## src/rtl/capture_rd_ctrl.sv

```systemverilog
// rtl/capture_rd_ctrl.sv - pipelined register-bus read port for the two-bank circular capture buffer
// Optional auto-increment read pointer: define CAPTURE_RD_AUTO_INC_EN.
module capture_rd_ctrl #(
    parameter int DATA_WIDTH = 32,
    parameter int ADDR_WIDTH = 14,
    parameter int RAM_RD_LAT = 1
) (
    input  logic                    clk,
    input  logic                    rst_n,
    input  logic                    capture_enable,
    input  logic [ADDR_WIDTH-1:0]   read_start_addr,
    input  logic [ADDR_WIDTH-1:0]   capture_max_addr,
    input  logic                    dbg_in_rd_en,
    input  logic                    capture_rd_en,
    input  logic [ADDR_WIDTH-1:0]   capture_rd_addr,
    input  logic                    capture_rd_addr_ld,
    output logic [DATA_WIDTH-1:0]   capture_rd_data,
    output logic                    capture_rd_data_vld,
    output logic                    capture_rd_err,
    output logic                    ram0_rd_en,
    output logic [ADDR_WIDTH-2:0]   ram0_raddr,
    input  logic [DATA_WIDTH/2-1:0] ram0_rdata,
    output logic                    ram1_rd_en,
    output logic [ADDR_WIDTH-2:0]   ram1_raddr,
    input  logic [DATA_WIDTH/2-1:0] ram1_rdata
);

    localparam int AW = ADDR_WIDTH;

    // Logical offset of the current request
    logic [AW-1:0] w_l;
    // Logical offset of the second sample, wrapped at the end of the buffer
    logic [AW-1:0] w_l1;
    // Unwrapped physical addresses computed one bit wider to hold the carry
    logic [AW:0]   w_sum0;
    logic [AW:0]   w_sum1;
    logic [AW:0]   w_max_ext;
    logic [AW:0]   w_depth;
    logic [AW-1:0] w_p0;
    logic [AW-1:0] w_p1;
    logic          w_err;
    logic          w_swap;
    logic          w_ram_en;
    logic [AW-2:0] w_idx_even;
    logic [AW-2:0] w_idx_odd;

    // Per-request pipeline state, index i holds the request accepted i cycles ago
    logic [RAM_RD_LAT:0] r_vld_pipe;
    logic [RAM_RD_LAT:0] r_err_pipe;
    logic [RAM_RD_LAT:0] r_swap_pipe;

    // Assembled word once the RAM data has arrived
    logic                  r_cap_vld;
    logic                  r_cap_err;
    logic [DATA_WIDTH-1:0] r_cap_data;

`ifdef CAPTURE_RD_AUTO_INC_EN
    logic [AW-1:0] r_ptr;
    logic [AW:0]   w_ptr_nxt;

    // Pointer-driven offset unless the request explicitly loads a new one
    always_comb begin
        w_l       = capture_rd_addr_ld ? capture_rd_addr : r_ptr;
        w_ptr_nxt = {1'b0, w_l} + {{AW{1'b0}}, 1'b0} + (AW+1)'(2);
    end

    // Advance the read pointer by one word (two samples) on every accepted request
    always_ff @(posedge clk or negedge rst_n) begin
        if (!rst_n) begin
            r_ptr <= '0;
        end else if (capture_rd_en) begin
            if (dbg_in_rd_en)
                r_ptr <= w_ptr_nxt[AW-1:0];
            else if (w_ptr_nxt > w_max_ext)
                r_ptr <= '0;
            else
                r_ptr <= w_ptr_nxt[AW-1:0];
        end
    end
`else
    logic w_unused_ld;

    // Offset comes straight from the bus; the load qualifier has no meaning here
    always_comb begin
        w_l         = capture_rd_addr;
        w_unused_ld = capture_rd_addr_ld;
    end
`endif

    // Unwrap the logical offsets, validate the request and steer the banks
    always_comb begin
        w_max_ext = {1'b0, capture_max_addr};
        w_depth   = w_max_ext + (AW+1)'(1);
        w_l1      = (w_l == capture_max_addr) ? '0 : w_l + 1'b1;
        w_sum0    = {1'b0, read_start_addr} + {1'b0, w_l};
        w_sum1    = {1'b0, read_start_addr} + {1'b0, w_l1};
        if (w_sum0 > w_max_ext)
            w_sum0 = w_sum0 - w_depth;
        if (w_sum1 > w_max_ext)
            w_sum1 = w_sum1 - w_depth;

        if (dbg_in_rd_en) begin
            w_p0  = w_l;
            w_p1  = w_l + 1'b1;
            w_err = 1'b0;
        end else begin
            w_p0  = w_sum0[AW-1:0];
            w_p1  = w_sum1[AW-1:0];
            w_err = (w_l > capture_max_addr) | ~capture_max_addr[0] | capture_enable;
        end

        // With an even depth p0 and p1 differ in parity, so each bank gets exactly one
        w_swap     = w_p0[0];
        w_idx_even = w_swap ? w_p1[AW-1:1] : w_p0[AW-1:1];
        w_idx_odd  = w_swap ? w_p0[AW-1:1] : w_p1[AW-1:1];
        w_ram_en   = capture_rd_en & ~w_err;
    end

    // Issue the bank reads one cycle after acceptance; rejected requests skip the RAMs
    always_ff @(posedge clk or negedge rst_n) begin
        if (!rst_n) begin
            ram0_rd_en <= 1'b0;
            ram1_rd_en <= 1'b0;
            ram0_raddr <= '0;
            ram1_raddr <= '0;
        end else begin
            ram0_rd_en <= w_ram_en;
            ram1_rd_en <= w_ram_en;
            if (w_ram_en) begin
                ram0_raddr <= w_idx_even;
                ram1_raddr <= w_idx_odd;
            end
        end
    end

    // Carry valid/err/swap alongside the RAM access so errors stay in order
    always_ff @(posedge clk or negedge rst_n) begin
        if (!rst_n) begin
            r_vld_pipe  <= '0;
            r_err_pipe  <= '0;
            r_swap_pipe <= '0;
        end else begin
            r_vld_pipe  <= {r_vld_pipe[RAM_RD_LAT-1:0],  capture_rd_en};
            r_err_pipe  <= {r_err_pipe[RAM_RD_LAT-1:0],  w_err};
            r_swap_pipe <= {r_swap_pipe[RAM_RD_LAT-1:0], w_swap};
        end
    end

    // Sample the bank data when it becomes valid and put the lower sample in the low half
    always_ff @(posedge clk or negedge rst_n) begin
        if (!rst_n) begin
            r_cap_vld  <= 1'b0;
            r_cap_err  <= 1'b0;
            r_cap_data <= '0;
        end else begin
            r_cap_vld <= r_vld_pipe[RAM_RD_LAT];
            r_cap_err <= r_err_pipe[RAM_RD_LAT];
            if (r_vld_pipe[RAM_RD_LAT]) begin
                if (r_err_pipe[RAM_RD_LAT])
                    r_cap_data <= '0;
                else if (r_swap_pipe[RAM_RD_LAT])
                    r_cap_data <= {ram0_rdata, ram1_rdata};
                else
                    r_cap_data <= {ram1_rdata, ram0_rdata};
            end
        end
    end

    // Register the response; data holds between responses, err only qualifies a response
    always_ff @(posedge clk or negedge rst_n) begin
        if (!rst_n) begin
            capture_rd_data     <= '0;
            capture_rd_data_vld <= 1'b0;
            capture_rd_err      <= 1'b0;
        end else begin
            capture_rd_data_vld <= r_cap_vld;
            capture_rd_err      <= r_cap_vld & r_cap_err;
            if (r_cap_vld)
                capture_rd_data <= r_cap_data;
        end
    end

endmodule

```

## config.mk

```make
export PLATFORM = sky130hd
export DESIGN_NAME = capture_rd_ctrl
export DESIGN_NICKNAME = d
export VERILOG_FILES = /design/src/rtl/capture_rd_ctrl.sv
export SDC_FILE = /design/constraint.sdc
export NUM_CORES = 1
export LEC_CHECK = 0
export ABC_CLOCK_PERIOD_IN_PS = 1900
export BUFFER_PORTS_ARGS = -buffer_cell sky130_fd_sc_hd__buf_2
export CORE_ASPECT_RATIO = 0.75
export CORE_MARGIN = 4
export CORE_UTILIZATION = 30
export DETAILED_ROUTE_END_ITERATION = 16
export MAX_ROUTING_LAYER = met4
export PLACE_DENSITY = 0.54
export RECOVER_POWER = 100
export SLEW_MARGIN = 20
export SYNTH_ARGS = -nofsm -noshare
export SYNTH_HDL_FRONTEND = slang
export SYNTH_SLANG_ARGS = --single-unit
```

## constraint.sdc

```tcl
create_clock -name clk -period 1.9 [get_ports clk]
set_input_delay 0.095 -clock clk [delete_from_list [all_inputs] [get_ports clk]]
set_output_delay 0.095 -clock clk [all_outputs]
set_load 0.005 [all_outputs]
```

==> reports/qor.yml <==
status: "finished, violations left"
violations: "negative setup slack"
period_needed_ns: 4.86
synth_edf_count: 0
slew_headroom_pct: 39.0
die_x_microns: 204
dieArea_sq_um: 31700
grt_pass1_vias: 8792
worstHoldPathType: "input pin to register"
cts_tree: "built"
drt_iter0_markers: 627
dr_total_vias: 9146
finalSetupViolations: 28
power.total_uw: 11200
fp-row-count: 53
synth.distinct_cells: 81
antenna_found_initial: 0
cts_max_path_buffers: 2
avgViaCountPerCell: 5.10
synthesis.area_sq_um: 8670
syn_inst: 977
yosys_register_bits: 101
fmax_mhz: 206
placed_area_sq_um: 12200
worstPathArrival_ns: 5.09
finalWorstSetupSlack_ns: -2.96
cp-start-kind: "input pin"
drt_first_pass_iters: 5
clk_latency_ns: 0.34
io_buffers: 140
cts_buffers: 9
grt_util_all_layers_pct: 21.1
grt_pass1_wl_microns: 50900
final_net_count: 1587
synthFlopType: "dfrtp_1"
hpwl_microns: 27500
clock_sinks: 101
core-area_sq_um: 28200
syn_to_final_growth_pct: 53.8
leakage_uw: 0.00621
critPathMaxFanout: 6
critPathCaptureType: "register"
drc_errors: 0
ant_nets: 0
required_ns: 2.13
ys_warn_count: 0
htreeDepth: 3
hold_viol: 0
gp_congestion: 0.966
slew_viol_final: 0
n_antenna_cell: 0
stdcell_area_sq_um: 13300
syn-mean-instance-area_sq_um: 8.88
holdWs_ns: 0.0430
avgRoutedWirePerCell_microns: 18.9
syn_nets: 1158
worst_slew_pin_slew_ns: 0.915
pre_cts_ws_ns: -3.62
dieHeight_microns: 155
crit_type: "input pin to register"
clk_pin_slew_worst_paths_ns: 0.07
vdd_drop_max_uv: 479
wirelength_microns: 33900
cts-root-buf: "clkbuf_16"
ios: 142
grt_max_degree: 38
power.density_nw_per_um2: 836
ys_seq_area_share_pct: 29.1
rsz0062_at_grt: "yes"
skew_ns: 0.00653
grt_overflow: 0
async_reset_ff_share_pct: 100
drv_cap: 0
post-route-period-util_pct: 256
initial_core_util_pct: 30.7
drive_above_1_share_pct: 40.3
## worst paths after layout
| kind | start | end | slack, ns | cells after the start |
|---|---|---|---|---|
| setup / recovery | capture_rd_addr[10] | ram1_raddr[3]$_DFFE_PN0P_ | -2.96 | 27 |
| hold reg to reg | r_swap_pipe[0]$_DFF_PN0_ | r_swap_pipe[1]$_DFF_PN0_ | 0.35 | 0 |
| hold / removal | ram1_rdata[10] | r_cap_data[26]$_DFFE_PN0P_ | 0.04 | 3 |
| max in group asynchronous | rst_n | ram1_raddr[8]$_DFFE_PN0P_ | 0.40 | 3 |
| min in group asynchronous | rst_n | capture_rd_data[27]$_DFFE_PN0P_ | 0.41 | 2 |
| setup reg to reg | r_cap_vld$_DFF_PN0_ | capture_rd_data[25]$_DFFE_PN0P_ | 0.35 | 2 |
## synth_stat cells, drive strengths merged (5+ instances only)
cell type	count	area share (%)
dfrtp	101	29
ha	97	14
inv	74	3.2
nand2	69	3.0
nor2	68	2.9
a21oi	55	3.2
o21ai	42	2.5
xnor2	39	3.9
o22ai	35	2.7
mux2i	34	3.9
mux2	33	4.3
nand3	29	1.7
clkbuf	25	1.1
xor2	22	2.2
o21a	21	1.8
a21o	16	1.4
nor3	16	0.98
buf	15	0.81
a31oi	14	1.0
a211oi	13	1.2
o211ai	12	1.0
nor2b	11	0.79
o31ai	11	1.0
nand4	10	0.72
a2bb2oi	9	0.91
o21bai	7	0.61
nand2b	6	0.43
nor4	6	0.43
o31a	6	0.61
or3	6	0.43
and2	5	0.36
and3	5	0.36
and4	5	0.50
## state kept, by name, indices dropped and copies added (netlist names)
register,count
r_swap_pipe,2
r_cap_err,1
capture_rd_data_vld,1
ram1_raddr,13
capture_rd_err,1
r_err_pipe,2
r_vld_pipe,2
r_cap_data,32
r_cap_vld,1
capture_rd_data,32
ram1_rd_en,1
ram0_raddr,13
## stage by stage
stage	setup TNS (ns)	util [%]	std cells
after detailed placement	-94.43	43.0	1753
after global placement	-91.75	43.0	1753
after global routing	-80.48	47.2	1795
after CTS	-74.34	46.4	1791
after floorplan	-71.69	-	977
final	-75.68	47.2	1795
## power by group
part,internal (uW),switching [uW]
clock,1280,809
combinational,3070,3210
sequential,2540,244
total,6900,4260
## kinds of logic (layout without fill, tap and decap cells)
logic type                 count (synthesis)  in the layout  synth area share [%]
AOI/OAI and AO/OA                        281            281                  22.4
adders and majority gates                103            103                  15.2
and+or+nand+nor                          249            250                  13.8
DFF                                      101            101                  29.1
muxes                                     67             67                  8.21
xor gates and xnor gates                  61             61                  6.16
buffers and inverters                    115            547                  5.13
## per-layer routing
layer / vias up / wire, microns / global-route usage (%)
met5: - / 0 / -
met4: 0 / 457 / 3.57
met3: 30 / 1840 / 3.46
met2: 268 / 14400 / 29.6
met1: 4384 / 17100 / 32.2
li1: 4464 / - / -
## critical path, stage by stage
cell	delay (ns)
buf_4	0.13
ha_4	0.26
nand4_1	0.24
nor2_2	0.26
and4_4	0.27
buf_6	0.12
nor2_4	0.04
ha_4	0.15
inv_2	0.06
fa_2	0.24
nor2b_4	0.06
o2111ai_4	0.22
a21boi_2	0.11
o41ai_2	0.31
xnor2_1	0.21
ha_1	0.30
a21o_1	0.18
a21oi_2	0.15
o21ai_2	0.09
or4_4	0.43
o21ai_4	0.19
and2_4	0.26
buf_4	0.15
a2111oi_4	0.04
a311oi_2	0.26
o211ai_1	0.14
o21a_1	0.12
## cell type report
class	instances	area, sq um
clock buffers	9	225
clock inverters	6	111
fillers	2799	14900
inverters	75	309
multi-input cells	762	6440
flip-flops and latches	101	2530
well taps	385	482
repair buffers	457	3240
## timing repair
action | CTS | global route
buffers inserted | 18 | 5
endpoints found under the setup margin | 28 | 28
hold buffers | 2 | 0
pin swaps | 47 | 33
endpoints found under the hold margin | 32 | 0
resized for setup | 87 | 52
cloned | 3 | 0
## placed cells by master, fill, tap and decap left out, types with 11 or more instances in the layout
cell | synthesis | final
nand3_1 | 29 | 25
nor3_1 | 15 | 13
a21oi_1 | 55 | 42
o21a_1 | 21 | 20
dfrtp_1 | 101 | 101
mux2i_1 | 34 | 34
nor2_1 | 68 | 60
o211ai_1 | 12 | 12
nand2_1 | 69 | 68
xnor2_1 | 39 | 37
ha_1 | 97 | 81
buf_6 | 0 | 19
o21ai_0 | 32 | 27
ha_4 | 0 | 14
inv_1 | 71 | 60
mux2_2 | 33 | 32
o22ai_1 | 34 | 34
clkbuf_1 | 25 | 56
buf_2 | 8 | 74
a21o_1 | 16 | 16
a31oi_1 | 14 | 11
a21oi_2 | 0 | 11
buf_4 | 1 | 291
xor2_1 | 22 | 21
(Power assumes the default switching activity.)
